File: config.mk
export PLATFORM = sky130hd
export DESIGN_NAME = bin2bcd_seq
export DESIGN_NICKNAME = d
export VERILOG_FILES = /design/src/rtl/bin2bcd_seq.sv
export SDC_FILE = /design/constraint.sdc
export NUM_CORES = 1
export LEC_CHECK = 0
export CAP_MARGIN = 20
export CORE_MARGIN = 4
export CORE_UTILIZATION = 54
export DETAILED_ROUTE_END_ITERATION = 7
export HOLD_SLACK_MARGIN = 0.05
export PLACE_DENSITY = 0.88
export SLEW_MARGIN = 40
export SYNTH_ARGS = -nofsm -noshare
export SYNTH_HDL_FRONTEND = slang
export SYNTH_SLANG_ARGS = --single-unit
File: constraint.sdc
create_clock -name clk -period 2.03 [get_ports clk]
set_input_delay 0.406 -clock clk [delete_from_list [all_inputs] [get_ports clk]]
set_output_delay 0.406 -clock clk [all_outputs]
set_load 0.01 [all_outputs]
File: src/rtl/bin2bcd_seq.sv
// bin2bcd_seq: sequential shift-and-add-3 binary to packed BCD converter, WIDTH cycles per result.
// Optional macro BIN2BCD_LZB_EN adds the leading-zero blanking output. Revision 1.0.
`default_nettype none

module bin2bcd_seq #(
  parameter int WIDTH  = 8,
  parameter int DIGITS = 3
) (
  input  logic                  clk,
  input  logic                  rst,
  input  logic                  start,
  input  logic [WIDTH-1:0]      bin,
  output logic                  busy,
  output logic                  done,
  output logic [4*DIGITS-1:0]   bcd,
  output logic                  ovf
`ifdef BIN2BCD_LZB_EN
  ,
  output logic [DIGITS-1:0]     blank
`endif
);

  localparam int CW = $clog2(WIDTH + 1);
  localparam int BW = 4 * DIGITS;
  localparam logic [CW-1:0] C_LAST = CW'(WIDTH - 1);

  typedef enum logic [0:0] {
    S_IDLE  = 1'b0,
    S_SHIFT = 1'b1
  } state_t;

  state_t          r_state;
  state_t          w_state_next;
  logic            w_busy;
  logic            w_accept;
  logic            w_last;

  logic [WIDTH-1:0] r_bin;
  logic [BW-1:0]    r_acc;
  logic             r_sticky;
  logic [CW-1:0]    r_cnt;
  logic [BW-1:0]    r_bcd;
  logic             r_ovf;
  logic             r_done;

  logic [BW-1:0]    w_adj;
  logic [BW-1:0]    w_acc_next;
  logic             w_ovf_next;
  logic [BW-1:0]    w_bcd_final;

  always_ff @(posedge clk) begin
    if (rst) begin
      r_state <= S_IDLE;
    end else begin
      r_state <= w_state_next;
    end
  end

  always_comb begin
    w_state_next = r_state;
    w_busy       = 1'b0;
    w_accept     = 1'b0;
    w_last       = 1'b0;
    case (r_state)
      S_IDLE: begin
        if (start) begin
          w_accept     = 1'b1;
          w_state_next = S_SHIFT;
        end
      end
      S_SHIFT: begin
        w_busy = 1'b1;
        if (r_cnt == C_LAST) begin
          w_last       = 1'b1;
          w_state_next = S_IDLE;
        end
      end
      default: w_state_next = S_IDLE;
    endcase
  end

  // Per-nibble add-3 with no inter-nibble carry; a nibble of 5..9 becomes 8..12 and never wraps.
  for (genvar i = 0; i < DIGITS; i++) begin : g_adj
    assign w_adj[4*i +: 4] = (r_acc[4*i +: 4] >= 4'd5) ? (r_acc[4*i +: 4] + 4'd3)
                                                       : r_acc[4*i +: 4];
  end

  assign w_acc_next  = {w_adj[BW-2:0], r_bin[WIDTH-1]};
  assign w_ovf_next  = r_sticky | w_adj[BW-1];
  assign w_bcd_final = w_ovf_next ? {DIGITS{4'h9}} : w_acc_next;

`ifdef BIN2BCD_LZB_EN
  logic [DIGITS-1:0] r_blank;
  logic [DIGITS-1:0] w_blank_next;

  assign w_blank_next[0] = 1'b0;
  for (genvar i = 1; i < DIGITS; i++) begin : g_blank
    assign w_blank_next[i] = ~w_ovf_next & (w_acc_next[BW-1:4*i] == '0);
  end

  always_ff @(posedge clk) begin
    if (rst) begin
      r_blank <= '0;
    end else if (w_last) begin
      r_blank <= w_blank_next;
    end
  end

  assign blank = r_blank;
`endif

  always_ff @(posedge clk) begin
    if (rst) begin
      r_bin    <= '0;
      r_acc    <= '0;
      r_sticky <= 1'b0;
      r_cnt    <= '0;
      r_bcd    <= '0;
      r_ovf    <= 1'b0;
      r_done   <= 1'b0;
    end else begin
      r_done <= 1'b0;
      if (w_accept) begin
        r_bin    <= bin;
        r_acc    <= '0;
        r_sticky <= 1'b0;
        r_cnt    <= '0;
      end else if (w_busy) begin
        r_bin    <= {r_bin[WIDTH-2:0], 1'b0};
        r_acc    <= w_acc_next;
        r_sticky <= w_ovf_next;
        r_cnt    <= r_cnt + 1'b1;
        if (w_last) begin
          r_bcd  <= w_bcd_final;
          r_ovf  <= w_ovf_next;
          r_done <= 1'b1;
        end
      end
    end
  end

  assign busy = w_busy;
  assign done = r_done;
  assign bcd  = r_bcd;
  assign ovf  = r_ovf;

endmodule

`default_nettype wire

==> results.py, run 1 <==
metrics = {
    "timing": {
        "skew_ns": 0.00650,
        "fin_crit_sh": 0.942,
        "holdWs_ns": 0.490,
        "fmax_ghz": 0.523,
        "final_hold_viol_count": 0,
        "worst_pin_slew_ns": 0.457,
        "finalSetupTns_ns": 0,
        "rsz0062_at_grt": "false",
        "setup_viol": 0,
        "timing.final.crit_period_ns": 1.91,
        "drv_slew": 0,
        "slew_headroom": 0.694,
    },
    "route": {
        "routed_wl_um": 3930,
        "vias": 1580,
        "antenna_left": 0,
        "route.met2.wl_um": 1830,
        "dr.pass1.iters": 4,
        "wl_met1_um": 1900,
        "drt-wirelength-per-cell_um": 13.5,
        "drc": 0,
        "first_iter_violations": 130,
        "viasPerCell": 5.43,
        "routed.top_layer": "met4",
        "met3_length_um": 146,
    },
    "setup_path": {
        "endpoint_kind": "output pin",
        "crit_path_start_kind": "flip-flop",
        "worstSetupPathType": "reg -> out",
        "r2r_cells": 6,
        "r2r-end": "bcd[6]",
        "worst_path_max_delay_cell": "clkdlybuf4s50_1",
        "crit-reg2reg-launch": "r_acc[9]",
        "slowest_delay_ns": 0.55,
        "cp.arrival_ns": 1.51,
        "cp_max_fo": 13,
        "crit_chain": "buf_4, clkdlybuf4s50_1",
        "reg2reg_slack_ns": 0.21,
        "required_ns": 1.62,
    },
    "layout": {
        "drive_gt1_frac": 0.139,
        "syn2layout_area_growth_pct": 21.5,
        "fill_cells": 271,
        "utilization": 0.695,
        "diodes": 0,
        "design_area_um2": 2370,
        "nets": 262,
    },
    "place": {
        "dp_hpwl_um": 2890,
        "dpl-instance-area_um2": 2280,
        "place.gp.congestion": 0.876,
        "io_buffers": 25,
    },
    "die": {
        "fp.dieW_um": 68.2,
        "start_util": 0.572,
        "fp.coreArea_um2": 3420,
        "die_h_um": 68.2,
        "row_count": 21,
        "io_pins": 26,
        "dieArea_um2": 4650,
    },
    "power": {
        "p_leak_nw": 0.879,
        "vdd_drop_max_mv": 0.634,
        "powerDensity_nw_per_um2": 645,
    },
    "clock_network": {
        "cts_setup_buffers": 0,
        "cts_max_level": 2,
        "cts_root_buf": "clkbuf_4",
        "cts_tree": "done",
        "cts_max_path_buffers": 2,
        "clk_pin_slew_ns": 0.12,
        "clk_latency_ns": 0.35,
        "numCtsBuffers": 5,
        "clock_sinks": 40,
    },
    "grt": {
        "grt_pass1_wl_um": 6620,
        "grt_pass1_vias": 1494,
        "track_usage": 0.192,
        "antenna_found_initial": 0,
        "overflow": 0,
        "grt_max_degree": 24,
    },
    "synthesis": {
        "syn-mean-instance-area_um2": 9.13,
        "synthCells": 214,
        "synth_cell_types": 34,
        "seq_area_frac_synth": 0.410,
        "netlist_area_um2": 1950,
        "synth_top_area_share": 0.410,
        "syn_nets": 232,
        "synth_top_flop_cell": "dfxtp_1",
        "synth.area.top_cells": "dfxtp_1 41%, nor2_1 6.3%, mux2i_1 5.1%",
        "synth-async-reset-ratio": 0,
        "yosysMostFrequentCell": "dfxtp_1",
        "yosys_warnings": 0,
        "synth_edf_count": 0,
        "synth_common_cells": "40 x dfxtp_1, 33 x nor2_1, 14 x a21oi_1",
        "yosys.area.top_type": "dfxtp_1",
        "ys_seq_elements": 40,
    },
    "min_path": {
        "min_path_cells": 2,
        "min_path_type": "reg -> reg",
        "holdPathEnd": "r_sticky",
        "worstHoldStart": "r_sticky",
    },
    "flow_run": {
        "drv_cap": 0,
    },
    "outcome": {
        "outcome": "completed",
    },
}
-- flip-flops by register name (all words and copies together), names as in the netlist --
register and flops:
r_state 1, r_bin 8, ovf 1, r_cnt 4, bcd 12, r_acc 12, done 1, r_sticky 1
-- worst max-delay path by stage --
stage,start,to,slack (ns),depth (start not counted)
after floorplan,r_acc[9],bcd[10],0.30,7
after global placement,r_acc[9],bcd[0],0.12,6
after detailed placement,r_acc[9],bcd[7],0.06,6
after CTS,r_acc[9],bcd[11],0.02,6
after global routing,r_state,busy,0.04,2
final,r_state,busy,0.12,2
-- layout make-up --
class,instances,area [um2],share of cell area
Sequential cell,40,801,0.337
Clock inverter,3,42.5,0.0179
Clock buffer,5,37.5,0.0158
Tap cell,46,57.6,0.0242
Timing Repair Buffer,35,325,0.137
Multi-Input combinational cell,152,1070,0.452
Inverter,10,37.5,0.0158
-- report_power, final --
part	internal (mW)	leakage [nW]	switching (mW)
clock	0.257	0.0412	0.265
sequential	0.806	0.325	0.0223
combinational	0.0884	0.513	0.0949
-- per-stage QoR --
step	std cells	setup slack [ns]	power [mW]
CTS	291	0.0183	1.54
finish	291	0.117	1.53
detailed placement	283	0.0622	1.03
global route	291	0.0352	1.59
floorplan	214	0.300	0.966
global placement	283	0.124	1.02
-- critical path: cells and delay by family, from the launching register on --
family	cells	cell delay, ns
flip-flops	1	0.40
buffers and inverters	2	0.75
-- layout by cell type, fill, tap and decap left out, types with 2 or more instances in the layout --
cell and instances:
dfxtp_1 40, a211oi_1 13, or3_1 3, and3_1 2, nor3_1 2, nand2_1 6, o21ai_0 3, o21ba_2 2
inv_1 10, and2_1 3, clkdlybuf4s50_1 25, clkbuf_4 5, a21oi_1 14, mux2i_1 10, ha_1 7, o41ai_1 3
o32ai_2 6, nor2b_1 5, nor3b_1 5, buf_4 10, a21o_1 5, nor3b_2 2, a311oi_1 6, xor2_1 2
nand2b_1 10, nor2_1 33
-- logic make-up after synthesis --
kind of cell    after synthesis  synth area share
simple gates                 76             0.200
compound gates               56             0.232
flops                        40             0.410
buf+inv                      22            0.0487
mux                          10            0.0512
fa+ha+maj                     7            0.0448
xor+xnor                      3            0.0134
-- routing by layer --
| layer | global-route usage | vias up |
|---|---|---|
| met5 | 0 | - |
| met4 | 0.0596 | 0 |
| met3 | 0.0542 | 5 |
| met2 | 0.313 | 27 |
| met1 | 0.244 | 722 |
| li1 | - | 826 |
-- what timing repair did --
item | CTS | global route
setup endpoints to repair | 0 | 13
hold buffers | 0 | 0
gates resized for setup | 0 | 3
No activity file was read; power rests on OpenSTA's default activity.
==> run 2: changes to the inputs <==
PLACE_DENSITY = 0.85   (was 0.88)
==> run 2 against run 1 <==
  * Register-to-register slack lost 0.07 ns
  * Final area shrank 1.1%
  * Critical path depth increased by 4
  * Highest routed layer unchanged
==> results.py, run 2 (synthesized netlist as in run 1, its figures left out) <==
metrics = {
    "outcome": {
        "outcome": "completed",
    },
    "route": {
        "drc": 0,
        "routed_wl_um": 3800,
        "vias": 1592,
        "viasPerCell": 5.49,
        "first_iter_violations": 60,
        "antenna_left": 0,
        "drt-wirelength-per-cell_um": 13.1,
        "dr.pass1.iters": 4,
    },
    "die": {
        "io_pins": 26,
        "dieArea_um2": 4650,
        "row_count": 21,
        "start_util": 0.572,
        "die_h_um": 68.2,
        "fp.dieW_um": 68.2,
        "fp.coreArea_um2": 3420,
    },
    "setup_path": {
        "slowest_delay_ns": 0.48,
        "cp.arrival_ns": 2.14,
        "crit_chain": "inv_1, ha_1, nand2b_1, nor3b_1, nor3_2, a311oi_1",
        "reg2reg_slack_ns": 0.14,
        "crit-reg2reg-launch": "r_acc[8]",
        "cp_num_cells": 6,
        "cp_max_fo": 7,
        "r2r-end": "bcd[0]",
        "required_ns": 2.28,
        "worst_path_max_delay_cell": "dfxtp_1",
        "crit_path_start_kind": "flip-flop",
        "cp_top_family": "simple AND/OR/NAND/NOR gates",
        "worstSetupPathType": "reg -> reg",
        "crit_buf_inv": 1,
        "r2r_cells": 6,
        "endpoint_kind": "flip-flop",
    },
    "place": {
        "placed_cells": 283,
        "io_buffers": 25,
        "place.gp.congestion": 0.846,
        "dp_hpwl_um": 2770,
        "dp_slack_ns": 0.0220,
    },
    "timing": {
        "holdWs_ns": 0.495,
        "skew_ns": 0.0126,
        "timing.final.ws_setup_ns": 0.142,
        "fin_crit_sh": 0.930,
        "worst_pin_slew_ns": 0.505,
        "timing.final.crit_period_ns": 1.89,
        "slew_headroom": 0.661,
        "final_hold_viol_count": 0,
        "fmax_ghz": 0.530,
        "setup_viol": 0,
        "rsz0062_at_grt": "false",
        "drv_slew": 0,
        "finalSetupTns_ns": 0,
    },
    "min_path": {
        "holdPathEnd": "bcd[0]",
        "worstHoldStart": "r_bin[7]",
        "min_path_cells": 2,
        "min_path_type": "reg -> reg",
    },
    "grt": {
        "grt_pass1_vias": 1426,
        "track_usage": 0.179,
        "overflow": 0,
        "grt_pass1_wl_um": 6240,
        "antenna_found_initial": 0,
        "grt_max_degree": 17,
    },
    "layout": {
        "final_cells": 290,
        "final_common_cell": "dfxtp_1",
        "diodes": 0,
        "syn2layout_area_growth_pct": 20.2,
        "drive_gt1_frac": 0.127,
        "nets": 262,
        "final_cell_mix": "40 x dfxtp_1, 33 x nor2_1, 25 x clkdlybuf4s50_1",
    },
    "clock_network": {
        "clock_sinks": 40,
        "clk_pin_slew_ns": 0.11,
        "cts_root_buf": "clkbuf_4",
        "cts_max_path_buffers": 2,
        "cts_max_level": 2,
        "cts_setup_buffers": 0,
        "postCtsHoldBufs": 0,
        "clk_latency_ns": 0.34,
        "cts_tree": "done",
        "numCtsBuffers": 5,
    },
    "power": {
        "p_leak_nw": 0.871,
        "powerDensity_nw_per_um2": 587,
        "vdd_drop_max_mv": 0.510,
    },
    "flow_run": {
        "drv_cap": 0,
    },
}
run 2: repair_timing:
action | CTS | global route
endpoints found under the hold margin | 0 | 0
gates resized for setup | 1 | 1
setup endpoints to repair | 5 | 6
run 2: power breakdown:
part | total, mW | internal, mW | switching, mW | leakage, nW
combinational | 0.187 | 0.0912 | 0.0954 | 0.518
clock | 0.366 | 0.128 | 0.238 | 0.0281
sequential | 0.827 | 0.806 | 0.0214 | 0.325
run 2: final cells by class:
cell class,instances,area (um2)
multi-input combinational,152,1070
fill,287,1070
sequential,40,801
timing repair buffer,35,338
tap,46,57.6
clock buffer,6,41.3
inverter,10,37.5
clock inverter,1,5.00
run 2: per-layer routing:
layer,global-route usage,share of wire
met5,0,0
met4,0.0422,0.010
met3,0.0575,0.044
met2,0.297,0.46
met1,0.224,0.48
run 2: worst max path at each step:
stage	from	to
final	r_acc[8]	bcd[0]
after global routing	r_acc[8]	bcd[0]
after CTS	r_acc[9]	bcd[2]
after detailed placement	r_acc[9]	bcd[0]
after global placement	r_acc[9]	bcd[0]
after floorplan	r_acc[9]	bcd[10]
run 2: worst min-delay path: cells and delay by family (launching register included):
kind            cells  cell delay (ns)
flops               1             0.34
compound gates      1             0.07
buf+inv             1             0.05
run 2: metrics by stage:
step | utilization | power [mW] | cell area (um2)
2_1_floorplan | - | 0.966 | 1950
3_3_place_gp | 0.671 | 1.03 | 2290
3_5_place_dp | 0.671 | 1.03 | 2290
4_1_cts | 0.686 | 1.39 | 2340
5_1_grt | 0.688 | 1.44 | 2350
6_report | 0.688 | 1.38 | 2350
==> run 3: changes to the inputs <==
CORE_UTILIZATION = 55   (was 54)
PLACE_DENSITY = 0.86   (was 0.85)
RECOVER_POWER = 100   (was default)
clock period = 2.3 ns   (was 2.03 ns; I/O delays follow)
==> run 3 against run 2 <==
  * Sequential share of layout area rose by 0.88 points
  * First-iteration DRC count is 65% higher
  * Clock power about the same
  * Combinational power is 20% lower
  * Critical path depth down 5
  * Utilization down 1.2 points
  * Die area fell by 1.6%
  * Sequential power decreased by 11%
  * Final area down 2.5%
  * Flip-flop and latch count stayed put
  * Cell count fell by 0.34%
  * Via count increased by 0.88%
==> results.py, run 3 (synthesized netlist as in run 1, its figures left out) <==
metrics = {
    "route": {
        "dr.pass1.iters": 4,
        "antenna_left": 0,
        "drt-wirelength-per-cell_um": 13.2,
        "viasPerCell": 5.56,
        "first_iter_violations": 99,
        "routed_wl_um": 3800,
        "vias": 1606,
        "drc": 0,
    },
    "place": {
        "dp_slack_ns": 0.435,
        "io_buffers": 25,
        "placed_cells": 281,
        "place.gp.congestion": 0.834,
        "dp_hpwl_um": 2860,
    },
    "die": {
        "start_util": 0.577,
        "fp.coreArea_um2": 3390,
        "die_h_um": 67.6,
        "io_pins": 26,
        "dieArea_um2": 4570,
        "row_count": 21,
        "fp.dieW_um": 67.6,
    },
    "outcome": {
        "outcome": "completed",
    },
    "layout": {
        "drive_gt1_frac": 0.0864,
        "seqCellArea_um2": 801,
        "syn2layout_area_growth_pct": 17.2,
        "final_cell_mix": "40 x dfxtp_1, 33 x nor2_1, 16 x dlygate4sd3_1",
        "fill_cells": 285,
        "diodes": 0,
        "final_common_cell": "dfxtp_1",
        "multiInputGateArea_um2": 1040,
        "final_cells": 289,
        "nets": 260,
    },
    "power": {
        "swShare": 0.253,
        "p_int_mw": 0.932,
        "seqPwrFrac": 0.586,
        "powerDensity_nw_per_um2": 545,
        "p_leak_nw": 0.898,
        "power_mw": 1.25,
        "p_switching_mw": 0.316,
        "p_clk_frac": 0.293,
        "combPwrFrac": 0.120,
        "vdd_drop_max_mv": 0.425,
    },
    "setup_path": {
        "endpoint_kind": "output pin",
        "reg2reg_slack_ns": 0.39,
        "crit_start": "r_state",
        "worstSetupPathType": "reg -> out",
        "cp_num_cells": 1,
        "crit_path_start_kind": "flip-flop",
        "cp-endpoint": "busy",
        "crit_chain": "dlygate4sd3_1",
        "crit-reg2reg-launch": "r_acc[9]",
        "required_ns": 1.84,
        "r2r_cells": 6,
        "crit_buf_inv": 1,
        "cp_top_family": "buffers and inverters",
        "worst_path_max_delay_cell": "dlygate4sd3_1",
        "r2r-end": "bcd[2]",
        "cp.arrival_ns": 1.55,
        "slowest_delay_ns": 0.66,
        "cp_max_fo": 10,
    },
    "clock_network": {
        "cts_tree": "done",
        "cts_max_path_buffers": 2,
        "cts_root_buf": "clkbuf_4",
        "cts_max_level": 2,
        "clock_sinks": 40,
        "postCtsHoldBufs": 0,
        "cts-resized-gates": 0,
        "numCtsBuffers": 5,
        "clk_pin_slew_ns": 0.12,
        "cts_setup_buffers": 0,
        "clk_latency_ns": 0.35,
    },
    "grt": {
        "overflow": 0,
        "grt_max_degree": 24,
        "grt_pass1_vias": 1439,
        "grt_pass1_wl_um": 6400,
        "antenna_found_initial": 0,
        "track_usage": 0.188,
    },
    "flow_run": {
        "drv_cap": 0,
    },
    "timing": {
        "timing.final.crit_period_ns": 2.01,
        "timing.final.ws_setup_ns": 0.293,
        "setup_viol": 0,
        "rsz0062_at_grt": "false",
        "fin_crit_sh": 0.872,
        "finalSetupTns_ns": 0,
        "worst_pin_slew_ns": 0.609,
        "final_hold_viol_count": 0,
        "fmax_ghz": 0.498,
        "skew_ns": 0.0141,
        "drv_slew": 0,
        "slew_headroom": 0.594,
    },
    "min_path": {
        "min_path_type": "reg -> reg",
    },
}
-- run 3: cell count changes in the layout (fill, tap and decap cells not counted), moves of 3 or more --
cell,change
clkbuf_1,+4
dlygate4sd3_1,+16
o32ai_1,+3
clkdlybuf4s50_1,-16
o32ai_2,-3
buf_4,-4
-- run 3: tightest hold or removal path: cells and delay by family, from the launching register on --
kind	cells	cell delay, ns
flip-flops	1	0.33
AO/OA/AOI/OAI	1	0.05
buffers and inverters	1	0.05
-- run 3: per-layer routing --
| layer | GRT usage | vias up | share of wire |
|---|---|---|---|
| met5 | 0 | - | 0 |
| met4 | 0.0835 | 0 | 0.017 |
| met3 | 0.0399 | 7 | 0.041 |
| met2 | 0.312 | 38 | 0.48 |
| met1 | 0.232 | 733 | 0.47 |
| li1 | - | 828 | - |
-- run 3: stage by stage --
step / hold WS [ns] / cell area, um2 / utilization
floorplan: 0.435 / 1950 / -
global placement: 0.450 / 2260 / 0.668
detailed placement: 0.451 / 2260 / 0.668
CTS: 0.468 / 2320 / 0.685
global route: 0.500 / 2290 / 0.676
finish: 0.465 / 2290 / 0.676
-- run 3: worst min-delay path by stage --
stage	start	endpoint	slack, ns	cells past startpoint
finish	r_sticky	r_sticky	0.46	2
global placement	r_sticky	r_sticky	0.45	2
detailed placement	r_sticky	r_sticky	0.45	2
floorplan	r_sticky	r_sticky	0.43	2
CTS	r_sticky	r_sticky	0.47	2
global route	r_sticky	r_sticky	0.50	2
-- run 3: layout make-up --
class / instances / share of cell area
Tap cell: 46 / 0.0251
Sequential cell: 40 / 0.350
Inverter: 10 / 0.0164
Multi-Input combinational cell: 152 / 0.452
Timing Repair Buffer: 33 / 0.131
Clock buffer: 8 / 0.0257
-- run 3: power by group through the flow --
stage	clock network [mW]	logic (mW)	registers, mW
after floorplan	0	0.111	0.741
after global placement	0	0.152	0.747
after detailed placement	0	0.155	0.748
after CTS	0.379	0.156	0.732
after global routing	0.412	0.168	0.736
final	0.366	0.150	0.732
